<file path="src/rtl/full_adder_bist_pkg.sv">
`default_nettype none
// ============================================================================
//  Module  : full_adder_bist_pkg
//  Purpose : Shared types and helpers for the full-adder BIST controller:
//            the controller state encoding, the vector count and the golden
//            full-adder model.
//  Revision: 1.0  initial release
// ============================================================================
package full_adder_bist_pkg;

   typedef enum logic [1:0] {
      IDLE  = 2'd0,
      DRIVE = 2'd1,
      CHECK = 2'd2,
      DONE  = 2'd3
   } state_t;

   localparam int NUM_VECTORS = 8;

   // Golden full adder: input {A,B,Cin}, returns {Co,S}.
   function automatic logic [1:0] golden(input logic [2:0] v);
      logic a, b, c;
      a = v[2];
      b = v[1];
      c = v[0];
      return {(a & b) | (a & c) | (b & c), a ^ b ^ c};
   endfunction

endpackage
`default_nettype wire

</file>
<file path="src/rtl/full_adder_bist.sv">
`default_nettype none
// ============================================================================
//  Module  : full_adder_bist
//  Purpose : Built-in self-test controller for a single-bit full adder.
//            Sweeps {A,B,Cin} through 0..7 for PASSES sweeps, holds each
//            vector SETTLE cycles, samples S/Co in a one-cycle CHECK state and
//            compares against the golden model.
//  Ports   :
//    clk              in   clock, rising edge
//    rst_n            in   synchronous active-low reset
//    start            in   run request (honoured in IDLE/DONE only)
//    dut_A/B/Cin      out  registered adder operands
//    dut_S/dut_Co     in   adder results under test
//    busy             out  run in progress
//    done             out  run complete (level)
//    pass             out  run had no mismatches (valid with done)
//    err_count        out  saturating mismatch count
//    first_fail_valid out  at least one mismatch seen
//    first_fail_vec   out  {A,B,Cin} of the first mismatch
//  Revision: 1.0  initial release
// ============================================================================
module full_adder_bist
   import full_adder_bist_pkg::*;
#(
   parameter int SETTLE = 1,
   parameter int PASSES = 1,
   parameter int ERR_W  = 4
) (
   input  logic             clk,
   input  logic             rst_n,
   input  logic             start,
   output logic             dut_A,
   output logic             dut_B,
   output logic             dut_Cin,
   input  logic             dut_S,
   input  logic             dut_Co,
   output logic             busy,
   output logic             done,
   output logic             pass,
   output logic [ERR_W-1:0] err_count,
   output logic             first_fail_valid,
   output logic [2:0]       first_fail_vec
);

   localparam int SW = (SETTLE > 1) ? $clog2(SETTLE) : 1;
   localparam int PW = (PASSES > 1) ? $clog2(PASSES) : 1;

   localparam logic [SW-1:0]    c_SETTLE_LAST = SW'(SETTLE - 1);
   localparam logic [PW-1:0]    c_PASS_LAST   = PW'(PASSES - 1);
   localparam logic [2:0]       c_VEC_LAST    = 3'(NUM_VECTORS - 1);
   localparam logic [ERR_W-1:0] c_ERR_MAX     = '1;

   state_t           r_state;
   state_t           w_next;
   logic [2:0]       r_vec;
   logic [PW-1:0]    r_pass_cnt;
   logic [SW-1:0]    r_settle_cnt;
   logic [ERR_W-1:0] r_err;
   logic             r_ffv;
   logic [2:0]       r_ffvec;
   logic             r_done;
   logic             r_pass;

   logic             w_load_run;
   logic             w_check;
   logic             w_last;
   logic             w_mismatch;

   assign w_last     = (r_vec == c_VEC_LAST) && (r_pass_cnt == c_PASS_LAST);
   assign w_mismatch = ({dut_Co, dut_S} != golden(r_vec));

   // ---------------------------------------------------------------- next state
   always_comb begin
      w_next     = r_state;
      w_load_run = 1'b0;
      w_check    = 1'b0;
      case (r_state)
         IDLE, DONE: begin
            if (start) begin
               w_next     = DRIVE;
               w_load_run = 1'b1;
            end
         end
         DRIVE: begin
            if (r_settle_cnt == c_SETTLE_LAST) begin
               w_next = CHECK;
            end
         end
         CHECK: begin
            w_check = 1'b1;
            w_next  = w_last ? DONE : DRIVE;
         end
         default: w_next = IDLE;
      endcase
   end

   // ---------------------------------------------------------- state register
   always_ff @(posedge clk) begin
      if (!rst_n) begin
         r_state <= IDLE;
      end else begin
         r_state <= w_next;
      end
   end

   // ------------------------------------------------------------ datapath regs
   always_ff @(posedge clk) begin
      if (!rst_n) begin
         r_vec        <= '0;
         r_pass_cnt   <= '0;
         r_settle_cnt <= '0;
         r_err        <= '0;
         r_ffv        <= 1'b0;
         r_ffvec      <= '0;
         r_done       <= 1'b0;
         r_pass       <= 1'b0;
      end else if (w_load_run) begin
         r_vec        <= '0;
         r_pass_cnt   <= '0;
         r_settle_cnt <= '0;
         r_err        <= '0;
         r_ffv        <= 1'b0;
         r_ffvec      <= '0;
         r_done       <= 1'b0;
         r_pass       <= 1'b0;
      end else begin
         if (r_state == DRIVE) begin
            r_settle_cnt <= (r_settle_cnt == c_SETTLE_LAST) ? '0 : r_settle_cnt + 1'b1;
         end
         if (w_check) begin
            if (w_mismatch) begin
               if (r_err != c_ERR_MAX) begin
                  r_err <= r_err + 1'b1;
               end
               if (!r_ffv) begin
                  r_ffv   <= 1'b1;
                  r_ffvec <= r_vec;
               end
            end
            if (w_last) begin
               // Operands stay on the last vector; the verdict includes this
               // final comparison, so it cannot rely on r_err alone.
               r_done <= 1'b1;
               r_pass <= (r_err == '0) && !w_mismatch;
            end else begin
               r_vec <= r_vec + 1'b1;
               if (r_vec == c_VEC_LAST) begin
                  r_pass_cnt <= r_pass_cnt + 1'b1;
               end
            end
         end
      end
   end

   assign busy             = (r_state == DRIVE) || (r_state == CHECK);
   assign done             = r_done;
   assign pass             = r_pass;
   assign err_count        = r_err;
   assign first_fail_valid = r_ffv;
   assign first_fail_vec   = r_ffvec;
   assign dut_A            = r_vec[2];
   assign dut_B            = r_vec[1];
   assign dut_Cin          = r_vec[0];

endmodule
`default_nettype wire
</file>
<file path="config.mk">
export PLATFORM = sky130hd
export DESIGN_NAME = full_adder_bist
export DESIGN_NICKNAME = d
export VERILOG_FILES = /design/src/rtl/full_adder_bist_pkg.sv /design/src/rtl/full_adder_bist.sv
export SDC_FILE = /design/constraint.sdc
export NUM_CORES = 1
export LEC_CHECK = 0
export CORE_MARGIN = 2
export CORE_UTILIZATION = 30
export CTS_CLUSTER_DIAMETER = 50
export DETAILED_ROUTE_END_ITERATION = 8
export PLACE_DENSITY = 0.64
export SLEW_MARGIN = 20
export SYNTH_ARGS = -nofsm -noshare
export SYNTH_HDL_FRONTEND = slang
export SYNTH_SLANG_ARGS = --single-unit
</file>
<file path="constraint.sdc">
create_clock -name clk -period 3.9 [get_ports clk]
set_input_delay 0.78 -clock clk [delete_from_list [all_inputs] [get_ports clk]]
set_output_delay 0.78 -clock clk [all_outputs]
set_load 0.005 [all_outputs]
</file>
; ---- Word level (Yosys, flattened, before mapping)
; Index checks and enable logic that the tools add are counted.
; W data, S select, Z words.
[op_classes]
n_shift = 0
order_cmp = 0
muxes = 8
bitwise_logic = 11
n_eq_ne = 8
n_mul = 0
n_reduce_logical = 15
div_mod_pow = 0
add_sub_neg = 4
[ops]
columns = cell, count
row1 = $reduce_and A3 Y1, 3
row2 = $reduce_and A2 Y1, 4
row3 = $mux W2, 3
row4 = $pmux W2 S3, 1
row5 = $add A4 B1 Y4 const B, 1
row6 = $eq A2 B2 Y1 const B, 2
row7 = $logic_not A4 Y1, 1
row8 = $mux W1, 4
row9 = $ne A2 B2 Y1 const B, 2
row10 = $ne A4 B4 Y1 const B, 1
row11 = $not A1 Y1, 4
row12 = $reduce_or A2 Y1, 2
row13 = $add A3 B1 Y3 const B, 1
row14 = $and A1 B1 Y1, 3
row15 = $eq A3 B3 Y1 const B, 1
row16 = $add A1 B1 Y1 const B, 2
row17 = $eq A2 B1 Y1 const B, 1
row18 = $logic_and A1 B1 Y1, 2
row19 = $logic_not A2 Y1, 1
row20 = $ne A2 B2 Y1, 1
row21 = $or A1 B1 Y1, 2
row22 = $xor A1 B1 Y1, 2
row23 = $logic_not A1 Y1, 1
row24 = $logic_or A1 B1 Y1, 1
[word_totals]
ram_bits = 0
out_inout_bits = 14
rom_bits = 0
register_bits = 17
latchBits = 0
memories = 0

; ---- Depth between registers and ports, before layout
; Gate-level depths: netlist (run 1).
[depth]
depth_word = 6
mapped_depth = 6
mapped_depth_nobuf = 6

; ---- Worst setup path after synthesis (run 1)
; No wires, ideal clock.
[synth_timing]
path_type = flip-flop to flip-flop
start = reg r_vec[2]
end = reg r_err[3] (netlist: err_count[3])
n_path_buf = 0
required_time_ps = 3773
path_stages_with_launch = 7
path_slack_ps = 2105
setup_ps = 127
t_arrival_ps = 1668
cell_sequence = dfxtp_1 inv_1 fa_1 xnor2_1 nor2_1 nor4b_1 nor3b_1
[synth_between]
elab_chain_cells = 5
elab_cells_between_ends = 8
[synth_rtl]
columns = element, line
row1 = "start, declared", full_adder_bist.sv:55  ; logic [2:0] r_vec;
row2 = "start signal, assigned", full_adder_bist.sv:146  ; r_vec <= r_vec + 1'b1;
row3 = $and A1 B1 Y1, full_adder_bist_pkg.sv:26  ; return {(a & b) | (a & c) | (b & c), a ^ b ^ c};
row4 = $or A1 B1 Y1 (2 in a row), full_adder_bist_pkg.sv:26
row5 = $ne A2 B2 Y1 (*), full_adder_bist.sv:70  ; assign w_mismatch = ({dut_Co, dut_S} != golden(r_vec));
row6 = $reduce_and A3 Y1 (no source line) (*), n/a
row7 = "end signal, assigned", full_adder_bist.sv:133  ; r_err <= r_err + 1'b1;
row8 = "end, declared", full_adder_bist.sv:58  ; logic [ERR_W-1:0] r_err;
; Mark *: on every way between the ends. The rest lies on a longest branch, timed or not.
; A chain may end at the register's enable or synchronous reset.

; ---- Worst setup path after layout (run 1)
[layout_timing]
start = reg r_state[0]
end = out busy
[layout_between]
elab_chain_cells = 2
elab_cells_between_ends = 3
[layout_rtl]
columns = element, line
row1 = "start, declared", full_adder_bist.sv:53  ; state_t r_state;
row2 = "start signal, assigned", full_adder_bist.sv:102  ; r_state <= w_next;
row3 = $eq A2 B1 Y1 / $eq A2 B2 Y1 (equally long branches), full_adder_bist.sv:155  ; assign busy = (r_state == DRIVE) || (r_state == CHECK);
row4 = $logic_or A1 B1 Y1 (*), full_adder_bist.sv:155
row5 = "end, declared", full_adder_bist.sv:37  ; output logic busy,
; Marked as above.

==> run metrics, run 1 <==
status=completed; Crit. End Element=output port; area of the core=2450 um2; Worst-Margin Slew=0.507 ns; Internal Power=320 uW; CTS tree=done; CTS Buffer Depth=2; Tot GR Track Use=0.113; Clock transition at path regs=0.09 ns; Fin. Hold Viols=0; PwrDens=459 nW/um2; final setup fails=0; Seq pwr share=0.410; Clock power frac=0.227; Post-Syn Instances=84; vias=601; # port buffers=18; wire per inst=10.5 um; relative slew slack=0.659; Sw Pwr=148 uW; commonest non-fill, non-tap cell in the layout=clkdlybuf4s50_1; num rows=18; Yosys top cell area share=0.417; Avg Inst Size Synth=9.15 um2; post-cts gate resize count=0; worst-case clock skew=0.00294 ns; Sw Ratio=0.316; worst skew pair latency=0.28 ns; DRC errors left=0; Post-DRT Antenna Nets=0; global-route wire length before repair=2390 um; Pleak=0.000422 uW; initial antenna violation count=0; Sum Neg Setup Slack=0 ns; clk root buf=clkbuf_4; via density per instance=4.45; synthesized flop and latch total=16; Post-Syn Area=768 um2; H-tree Lvls=1; fmax=0.421 GHz; worst-path maximum fanout=5; CP startpoint kind=flip-flop; wirelength, routed=1410 um; Final WS setup=1.52 ns; Yosys warnings=0; largest area contributor in the netlist=dfxtp_1; fraction of layout cells with a size suffix above 1=0.0571; unrepaired setup endpoints after global routing=no; aggregate global routing overflow=0; commonest non-fill, non-tap cells in the layout=clkdlybuf4s50_1, dfxtp_1, nor2_1; top post-synthesis cells by area=dfxtp_1, ha_1, mux2i_1, nor2_1, xnor2_1; pre-CTS setup slack=1.72 ns; Initial DRC Count=11; Fill cells=251; largest net degree at the start of global routing=15; vias in the first global route=576; Synth cell types=26; Comb pwr share=0.363; starting density of the core=0.313; max cap viols=0; die area=2980 um2; Area after DPL=982 um2; critical path required time=3.12 ns; Max VDD drop=0.204 mV; Post-CTS Hold Buffers=0; # clock sinks=16; sequential fraction of the synthesis area=0.417; Setup Fix Bufs, Post-CTS=0; Final HPWL DP=1080 um; Period minus WS final=2.38 ns; die width=54.6 um; Layout Nets=118; Final Cell Area=1020 um2; Crit Path Category=flip-flop to output port; Area Overhead vs Synth=32.6%; # IOs=19; final period utilization=0.609; Max Slew Vio Count=0; Critical Path AT=1.60 ns; n_diodes=0; Vert. Die Dim=54.6 um; Min-Delay Path Class=flip-flop to flip-flop; GPL Wtd Cong=0.733; CTS Buf Count=3; Net Count, Synth=96; DRT Pass-1 Iters=3
==> cell families (layout without fill, tap and decap cells) <==
group                    Yosys count  count (layout)  synth area share
XOR/XNOR                           4               4            0.0456
buffers and inverters             10              31            0.0489
AO/OA/AOI/OAI                     12              12             0.108
multiplexers                       6               6            0.0782
AND/OR/NAND/NOR                   29              29             0.179
adder cells (fa/ha/maj)            7               7             0.124
flip-flops                        16              16             0.417
==> registers in the layout, summed over array words and instances (netlist names) <==
signal and cells:
err_count 4, first_fail_vec 3, r_vec 3, r_state 2
done 1, first_fail_valid 1, pass 1, r_pass_cnt 1
==> power groups by stage <==
stage	logic [uW]	registers (uW)	clock network, uW
after floorplan	116	194	0
after global placement	168	195	0
after detailed placement	171	196	0
after CTS	172	192	114
after global routing	191	195	123
final	170	191	106
==> cell usage after synthesis (all sizes together) <==
cell and instances:
fa 1, o311a 1, a21oi 2, o21ai 4, dfxtp 16, nor2b 1
nand3 1, nor2 15, nand2 5, mux2i 6, nand2b 1, o21bai 1
inv 9, a211oi 1, and4b 1, buf 1, o211a 1, or2 1
nor4b 1, o211ai 1, nor3b 1, ha 6, xnor2 4, a31oi 1
nand4 2
==> worst paths after layout <==
kind	start	to	slack, ns	depth (start not counted)
setup / recovery	r_state[0]	busy	1.52	4
hold / removal	r_pass_cnt	r_pass_cnt	0.46	2
setup reg to reg	r_vec[2]	err_count[3]	1.96	6
hold reg to reg	r_pass_cnt	r_pass_cnt	0.46	2
==> worst max-delay path: stages, from the launching register on <==
cell	delay (ns)
dfxtp_1	0.37
inv_1	0.05
ha_1	0.34
inv_1	0.07
clkdlybuf4s50_1	0.49
==> metal layers <==
layer | global-route usage | vias up | wire, um
met3 | 0.0246 | 2 | 66
met1 | 0.144 | 259 | 707
li1 | - | 327 | -
met5 | 0 | - | 0
met4 | 0.0625 | 0 | 12
met2 | 0.175 | 13 | 623
==> stage by stage <==
step | power (uW) | hold WS (ns) | std cells | util
finish | 467 | 0.463 | 135 | 0.415
global route | 508 | 0.489 | 135 | 0.415
global placement | 363 | 0.447 | 131 | 0.400
floorplan | 310 | 0.430 | 84 | -
detailed placement | 366 | 0.448 | 131 | 0.400
CTS | 478 | 0.465 | 135 | 0.415
==> cell type report <==
cell class	instances	area, um2	share of cell area
well taps	30	37.5	0.0369
repair buffers	18	180	0.177
multi-input cells	58	410	0.403
clock buffers	4	36.3	0.0356
flip-flops and latches	16	320	0.314
inverters	9	33.8	0.0332
No activity file was read; power rests on OpenSTA's default activity.
==> run 2: changes to the inputs <==
PLACE_DENSITY = 0.66   (was 0.64)
clock period = 1.9 ns   (was 3.9 ns; I/O delays follow)
==> run metrics, run 2 (synthesized netlist as in run 1, its figures left out) <==
status=completed; max cap viols=0 (unchanged); worst skew pair latency=0.29 ns (about the same); global routing usage on met1=0.149 (+0.00502); vias in the first global route=640 (+11%); Area Overhead vs Synth=41.0%; Worst-Margin Slew=0.501 ns (-0.00592 ns); fin cells=140 (+3.7%); Final Cell Area=1080 um2 (+6.4%); vias=665 (+11%); most used routing layer=met2; relative slew slack=0.665 (+0.00671); Area after DPL=1000 um2 (+2.3%); Critical Path AT=1.97 ns (+0.37 ns); worst hold slack=0.472 ns (+0.00956 ns); DRC errors left=0 (unchanged); starting density of the core=0.313 (unchanged); routing usage on met3=0.0273 (+0.00273); Pleak=0.000471 uW (+12%); largest net degree at the start of global routing=15 (unchanged); CTS Buffer Depth=2 (unchanged); commonest non-fill, non-tap cells in the layout=clkdlybuf4s50_1, nor2_1, dfxtp_1; Post-DRT Antenna Nets=0 (unchanged); Crit Path Category=flip-flop to flip-flop; GRT met2 Usage=0.220 (+0.0456); Tot GR Track Use=0.128 (+0.0154); unrepaired setup endpoints after global routing=yes; Final HPWL DP=1280 um (+19%); pre-CTS setup slack=0.00569 ns (-1.71 ns); Min-Delay Path Class=flip-flop to flip-flop; DRT Pass-1 Iters=3 (unchanged); Period minus WS final=1.80 ns; Final WS setup=0.102 ns (-1.42 ns); aggregate global routing overflow=0 (unchanged); H-tree Lvls=1 (unchanged); PwrDens=939 nW/um2 (+100%); final period utilization=0.946; CP startpoint kind=flip-flop; num rows=18 (unchanged); final setup fails=0 (unchanged); global-route wire length before repair=2690 um (+12%); CTS Buf Count=3 (unchanged); # IOs=19 (unchanged); critical path required time=2.07 ns (-1.05 ns); die area=2980 um2 (unchanged); clk root buf=clkbuf_4; Post-CTS Hold Buffers=0 (unchanged); Clock transition at path regs=0.09 ns (about the same); area of the core=2450 um2 (unchanged); Reg2Reg Setup Slack=0.10 ns (-1.86 ns); Crit. End Element=flip-flop; Max VDD drop=0.511 mV (+150%); wire per inst=12.4 um (+18%); Cells after DPL=134 (+2.3%); commonest non-fill, non-tap cell in the layout=clkdlybuf4s50_1; # port buffers=18 (unchanged); # clock sinks=16 (unchanged); GPL Wtd Cong=0.720 (-1.7%); n_diodes=0 (unchanged); Sum Neg Setup Slack=0 ns (unchanged); Initial DRC Count=2 (-9); Max Slew Vio Count=0 (unchanged); Vert. Die Dim=54.6 um (unchanged); Fin. Hold Viols=0 (unchanged); worst-case clock skew=0.00673 ns (+0.00380 ns); fraction of layout cells with a size suffix above 1=0.164 (+0.106); via density per instance=4.75 (+6.7%); wirelength, routed=1730 um (+23%); CTS tree=done; die width=54.6 um (unchanged); Layout Nets=124 (+5.1%); initial antenna violation count=0 (unchanged); fmax=0.556 GHz; max FFs per register=4 (unchanged); worst-path maximum fanout=4 (-1)
==> run 2: what timing repair did <==
action | CTS | global route
pin swaps | 0 | 3
setup buffers | 0 | 3
setup endpoints to repair | 2 | 4
gates resized for setup | 3 | 5
==> run 2: stage by stage <==
step | utilization | total power [uW]
4_1_cts | 0.427 | 1000
3_5_place_dp | 0.409 | 773
2_1_floorplan | - | 636
5_1_grt | 0.441 | 1090
6_report | 0.441 | 1020
3_3_place_gp | 0.409 | 760
==> run 2: worst max-delay path, cell delays in order (launching register included) <==
cell      delay [ns]
dfxtp_2         0.37
inv_2           0.05
fa_1            0.50
xnor2_2         0.18
o211ai_1        0.30
mux2i_1         0.24
nor2_1          0.05
==> run 2: final timing paths <==
kind | cells past startpoint | end | from
min | 2 | r_pass_cnt | r_pass_cnt
max reg2reg | 6 | err_count[1] | r_vec[0]
min reg2reg | 2 | r_pass_cnt | r_pass_cnt
max | 6 | err_count[1] | r_vec[0]
==> run 2: where the power goes <==
part	switching, uW	internal, uW	total, uW
sequential	28.8	371	400
clock	106	73.7	180
combinational	205	232	437
total	340	677	1020
==> run 2: final cells by class <==
| cell class | instances | area, um2 |
|---|---|---|
| fill | 245 | 1370 |
| tap | 30 | 37.5 |
| inverter | 9 | 33.8 |
| sequential | 16 | 324 |
| multi-input combinational | 58 | 438 |
| clock buffer | 3 | 22.5 |
| timing repair buffer | 24 | 228 |
==> run 2: metal layers <==
| layer | vias to the layer above | routed length [um] |
|---|---|---|
| met2 | 15 | 872 |
| met1 | 312 | 733 |
| li1 | 336 | - |
| met5 | - | 0 |
| met3 | 2 | 103 |
| met4 | 0 | 20 |
